===== src/rtl/regfile_wb.sv =====
// regfile_wb: write-back arbiter merging single-cycle ALU results and queued load results into one register-file write port
module regfile_wb #(
    parameter int DEPTH = 2
) (
    input  logic                   clk,
    input  logic                   rst_n,
    input  logic                   alu_valid,
    input  logic [4:0]             alu_rd,
    input  logic [31:0]            alu_data,
    output logic                   alu_hold,
    input  logic                   ld_valid,
    input  logic [4:0]             ld_rd,
    input  logic [31:0]            ld_data,
    output logic                   ld_ready,
    input  logic [4:0]             ra1,
    input  logic [4:0]             ra2,
    output logic                   pend1,
    output logic                   pend2,
    output logic                   en_write,
    output logic [4:0]             wa,
    output logic [31:0]            wdata,
    output logic [$clog2(DEPTH):0] count
);
    localparam int AW = $clog2(DEPTH);
    localparam int CW = AW + 1;

    logic [DEPTH-1:0] live;
    logic [4:0]       rd_q   [DEPTH];
    logic [31:0]      data_q [DEPTH];
    logic [AW-1:0]    rptr, wptr;
    logic             full, push, pop, alu_win, alu_kill, wr;

    assign full     = count == CW'(DEPTH);
    assign alu_hold = full;
    assign ld_ready = !full;
    assign push     = ld_valid && ld_ready && ld_rd != 5'd0;
    assign alu_win  = alu_valid && !full;
    assign alu_kill = alu_win && alu_rd != 5'd0;
    assign pop      = full || (!alu_valid && count != '0);
    assign wr       = pop ? live[rptr] : alu_kill;

    // The output register is excluded: the register file absorbs it before the read is used.
    always_comb begin
        pend1 = 1'b0;
        pend2 = 1'b0;
        for (int i = 0; i < DEPTH; i++) begin
            pend1 = pend1 | (live[i] && rd_q[i] == ra1);
            pend2 = pend2 | (live[i] && rd_q[i] == ra2);
        end
        pend1 = pend1 && ra1 != 5'd0;
        pend2 = pend2 && ra2 != 5'd0;
    end

    always_ff @(posedge clk) begin
        if (push) begin
            rd_q[wptr]   <= ld_rd;
            data_q[wptr] <= ld_data;
        end
    end

    always_ff @(posedge clk or negedge rst_n) begin
        if (!rst_n) begin
            live     <= '0;
            rptr     <= '0;
            wptr     <= '0;
            count    <= '0;
            en_write <= 1'b0;
            wa       <= 5'd0;
            wdata    <= 32'd0;
        end else begin
            // Queued loads are older than the ALU result, so a matching rd loses its write.
            for (int i = 0; i < DEPTH; i++)
                if (alu_kill && rd_q[i] == alu_rd) live[i] <= 1'b0;
            if (pop) begin
                live[rptr] <= 1'b0;
                rptr       <= rptr + AW'(1);
            end
            if (push) begin
                live[wptr] <= !(alu_kill && ld_rd == alu_rd);
                wptr       <= wptr + AW'(1);
            end
            count    <= count + CW'(push) - CW'(pop);
            en_write <= wr;
            if (wr) begin
                wa    <= pop ? rd_q[rptr] : alu_rd;
                wdata <= pop ? data_q[rptr] : alu_data;
            end
        end
    end
endmodule

===== config.mk =====
export PLATFORM = sky130hd
export DESIGN_NAME = regfile_wb
export DESIGN_NICKNAME = d
export VERILOG_FILES = /design/src/rtl/regfile_wb.sv
export SDC_FILE = /design/constraint.sdc
export NUM_CORES = 1
export LEC_CHECK = 0
export ABC_AREA = 1
export CORE_ASPECT_RATIO = 0.9
export CORE_UTILIZATION = 45
export DETAILED_ROUTE_END_ITERATION = 8
export PLACE_DENSITY = 0.74
export SKIP_LAST_GASP = 1
export SYNTH_ARGS = -nofsm -noshare
export SYNTH_HDL_FRONTEND = slang
export SYNTH_SLANG_ARGS = --single-unit

===== constraint.sdc =====
create_clock -name clk -period 1.85 [get_ports clk]
set_input_delay 0.2775 -clock clk [delete_from_list [all_inputs] [get_ports clk]]
set_output_delay 0.2775 -clock clk [all_outputs]
set_load 0.005 [all_outputs]

After elaboration in Yosys (flattened, before gate mapping)
Memory sizes are Yosys's and may differ from the RTL's.
Index checks and enable logic that the tools add are counted.
- memories kept: 2
- logic and storage cells: 70
- bits in writable memories: 74
- register bits: 44
- input bits: 88
- bitwise operators: 4
- reductions and logical operators: 25
- order comparisons: 4
- muxes and demuxes: 16
- add/sub/neg operators: 4
- equality and inequality tests: 8
- memories (name ; depth ; bits a word ; read ports ; clocked after Yosys merged registers in ; wr ports ; line ; RTL):
    data_q ; 2 ; 32 ; 1 ; 0 ; 1 ; 29 ; logic [31:0] data_q [DEPTH];
    rd_q ; 2 ; 5 ; 3 ; 0 ; 1 ; 28 ; logic [4:0] rd_q [DEPTH];
- operators by type and width (kind ; count):
    $eq 5x5->1 ; 7
    $mux 32 ; 1
    $reduce_bool 5->1 ; 4
    $logic_and 1x1->1 ; 16
    $mux 1 ; 9
    $mux 5 ; 1
    $lt 1x2->1 const B ; 2
    $mux 2 ; 2
    $logic_not 1->1 ; 3
    $add 1x1->1 const B ; 2
    $add 2x1->2 ; 1
    $and 2x2->2 ; 1
    $bwmux 2 ; 1
    $demux 1 s1 ; 2
    $eq 2x2->1 const B ; 1
    $ge 1x1->1 const B ; 2
    $not 2->2 ; 1
    $or 1x1->1 ; 2
    $reduce_bool 2->1 ; 1
    $sub 2x1->2 ; 1
    $logic_or 1x1->1 ; 1

Logic depth before layout (Yosys ltp)
- word-level depth: 10
- gate-level depth with buffers: 12
- mapped depth without buffers: 10

Least setup slack after synthesis
Ideal clock, no wire load.
- kind: register -> register
- start point: register count[0]
- end point: memory data_q[0][0], enable pin
- clock period less this slack: 2006 ps
- arrival time: 1614 ps
- setup time: 392 ps
- stages on the path, launching flop included: 5
- setup slack: -156 ps
- data required time: 1458 ps
- cells stage by stage: dfrtp_1 -> inv_1 -> a21boi_0 -> nand3_1 -> inv_1
- word-level cells in the longest chain between the ends: 6
- RTL lines (element ; line ; RTL):
    start: declaration ; 22 ; output logic [$clog2(DEPTH):0] count
    start signal: assignment ; 82 ; count <= count + CW'(push) - CW'(pop);
    $eq 2x2->1 ; 33 ; assign full = count == CW'(DEPTH);
    $logic_not 1->1 ; 35 ; assign ld_ready = !full;
    $logic_and 1x1->1 (2 in series) ; 36 ; assign push = ld_valid && ld_ready && ld_rd != 5'd0;
    $mux 1 ; 55 ; if (push) begin
    $mux 1 (implied by the code) ; 57 ; data_q[wptr] <= ld_data;
    end: declaration ; 29 ;
Every way passes these cells.

==> flow_summary.toml <==
[setup_path]
worstPathArrival_ns = 1.66
cp-start-kind = "flop"
critPathLaunch = "rd_q[0][4]$_DFFE_PP_"
max_stage_delay_ns = 0.43
path_delay_family = "flip-flops"
cp-end-kind = "output port"
crit_chain = "buf_6, xor2_1, nor2_1, nand3_1, a21oi_1, buf_2"
worst-path-buf-inv = 2
cp_slowest_cell = "edfxtp_1"
required_ns = 1.57
worst-path-max-fanout = 2
r2r-start = "count[0]$_DFF_PN0_"
worst-setup-path-type = "flop to output port"

[cells_and_area]
syn_to_final_growth_pct = 44.7
design_area_mm2 = 0.00800
drive_gt1_frac = 0.144
nNetsFinal = 826
fillers = 913
fin_util = 0.665
n_antenna_cell = 0

[drt]
post-route-drc-count = 0
wl_per_cell_um = 15.2
totalWireLength_um = 13800
vias_per_cell = 5.06
ant_nets = 0
drt_first_pass_iters = 5
vias = 4596
drtIter0Drc = 309

[timing]
setup_ws_ns = -0.0834
min_period_ns = 1.93
slew_headroom = 0.626
maxSlewViolCount = 0
skew_ns = 0.0100
rsz0062_at_grt = "yes"
fmax_mhz = 517
setup_violations = 2
hold_viol = 0
whs_ns = 0.389
tightest_slew_ns = 0.562
post-route-period-util = 1.05

[placement]
io_buffer_count = 131
dpl.hpwl_um = 9340
placed_cell_area_mm2 = 0.00721
pre_cts_ws_ns = -0.266
gp_congestion = 0.879

[min_path]
hp-class = "primary input to async pin"

[power_and_ir_drop]
pwr_density_cell_mw_per_mm2 = 1650
p_leak_nw = 3.42
power_w = 0.0132
vdd_drop_max_uv = 932

[global_route]
antenna_found_initial = 0
grt_pass1_vias = 4696
overflow = 0
grt_pass1_wl_um = 22500
grt_max_degree = 43
grtUsageTotal = 0.233

[floorplan]
std_cell_rows = 38
dieHeight_um = 107
fp.dieW_um = 119
start_util = 0.460
core_area_mm2 = 0.0120
dieArea_mm2 = 0.0127
ios = 132

[synth]
synthCells = 572
syn_area_mm2 = 0.00553
ys_types = 25
ys_seq_area_frac = 0.601
syn-num-nets = 662
yosysWarnings = 0
avgSynthCellArea_um2 = 9.67
synth-seq-cells = 118

[clock_tree]
htreeDepth = 4
clk_pin_slew_worst_paths_ns = 0.05
cts_tree = "built"
cts_root_buf = "clkbuf_16"
cts_made_buffers = 17
clock-sinks = 118
clk_latency_ns = 0.42
clockBufferDepth = 2

[run]
maxCapViolCount = 0

[outcome]
violations = "negative setup slack"
status = "finished, violations left"
[layout make-up]
type,instances,area [µm²],share of cell area
Sequential cell,118,3320,0.415
Clock buffer,19,453,0.0566
Multi-Input combinational cell,353,1750,0.219
Clock inverter,13,249,0.0311
Timing Repair Buffer,176,1760,0.219
Inverter,70,270,0.0338
Tap cell,160,200,0.0250
[stage by stage]
| step | std cells | setup TNS [ns] |
|---|---|---|
| floorplan | 572 | 0 |
| global placement | 865 | -0.469 |
| detailed placement | 865 | -0.659 |
| CTS | 909 | -0.00227 |
| global route | 909 | -0.288 |
| finish | 909 | -0.136 |
[state kept, by name (all words and copies together) (netlist names)]
register and flops:
count 2, wdata 32, en_write 1, wa 5, live 2, data_q 64, rd_q 10, rptr 1
wptr 1
[logic make-up (layout without fill, tap and decap cells)]
logic type | count (synthesis) | in the layout | synth area share
AO/OA/AOI/OAI | 63 | 63 | 0.0704
XOR/XNOR | 18 | 18 | 0.0285
adder cells (fa/ha/maj) | 2 | 2 | 0.00452
buffers and inverters | 101 | 278 | 0.0842
flip-flops | 118 | 118 | 0.601
AND/OR/NAND/NOR | 270 | 270 | 0.212
[timing repair]
item	in CTS	in global routing
pin swaps	3	3
resized for setup	10	2
hold endpoints to repair	20	0
setup buffers	12	0
endpoints found under the setup margin	3	3
hold buffers	1	0
[metal layers]
layer,up-vias,global-route usage,share of wire
li1,2222,-,-
met1,2149,0.273,0.41
met2,193,0.392,0.50
met3,32,0.0745,0.076
met4,0,0.106,0.020
met5,-,0,0
[worst paths after layout]
kind | endpoint | slack [ns] | cells past startpoint
max reg2reg | wdata[19]$_DFFE_PN0P_ | 0.25 | 10
max | pend1 | -0.08 | 6
min reg2reg | wdata[25]$_DFFE_PN0P_ | 0.52 | 2
max in group asynchronous | rptr$_DFFE_PN0N_ | 0.92 | 3
min | wdata[0]$_DFFE_PN0P_ | 0.39 | 2
min in group clk | data_q[0][14]$_DFFE_PP_ | 0.44 | 1
[synthesized netlist by cell type, drive strengths merged]
cell type  instances  area share
nand4              2      0.0023
nand3            109        0.10
nand3b             1      0.0014
nor3               1     0.00090
o21ai             57       0.064
dfrtp             44        0.20
nand2            124       0.085
buf               24       0.032
a21boi             1      0.0014
edfxtp            74        0.40
clkbuf             7      0.0050
xor2              12       0.019
nor2              33       0.022
xnor2              6      0.0095
inv               70       0.048
a21oi              5      0.0045
ha                 2      0.0045
[power breakdown]
part           total [W]  leakage (nW)  switching (W)  internal [W]
Combinational    0.00520          1.85        0.00281       0.00239
Clock            0.00387         0.339        0.00114       0.00273
Sequential       0.00415          1.23       0.000424       0.00373
[cells in the final DEF (no fill, tap or decap), types with 12 or more instances in the layout]
master	instances
edfxtp_1	74
xor2_1	12
dfrtp_1	43
inv_1	64
nand3_1	108
o21ai_1	16
clkdlybuf4s50_1	127
nor2_1	33
o21ai_0	22
buf_4	34
clkbuf_16	17
nand2_1	122
o21ai_2	19
[worst register-to-register path, stage by stage (launching register included)]
cell	delay, ns
dfrtp_1	0.37
buf_4	0.14
nand2_1	0.07
nand2_2	0.14
buf_12	0.20
inv_2	0.09
buf_12	0.19
nand2_1	0.09
nand3_1	0.09
nand2_1	0.05
o21ai_1	0.10
No activity file was read; power rests on OpenSTA's default activity.
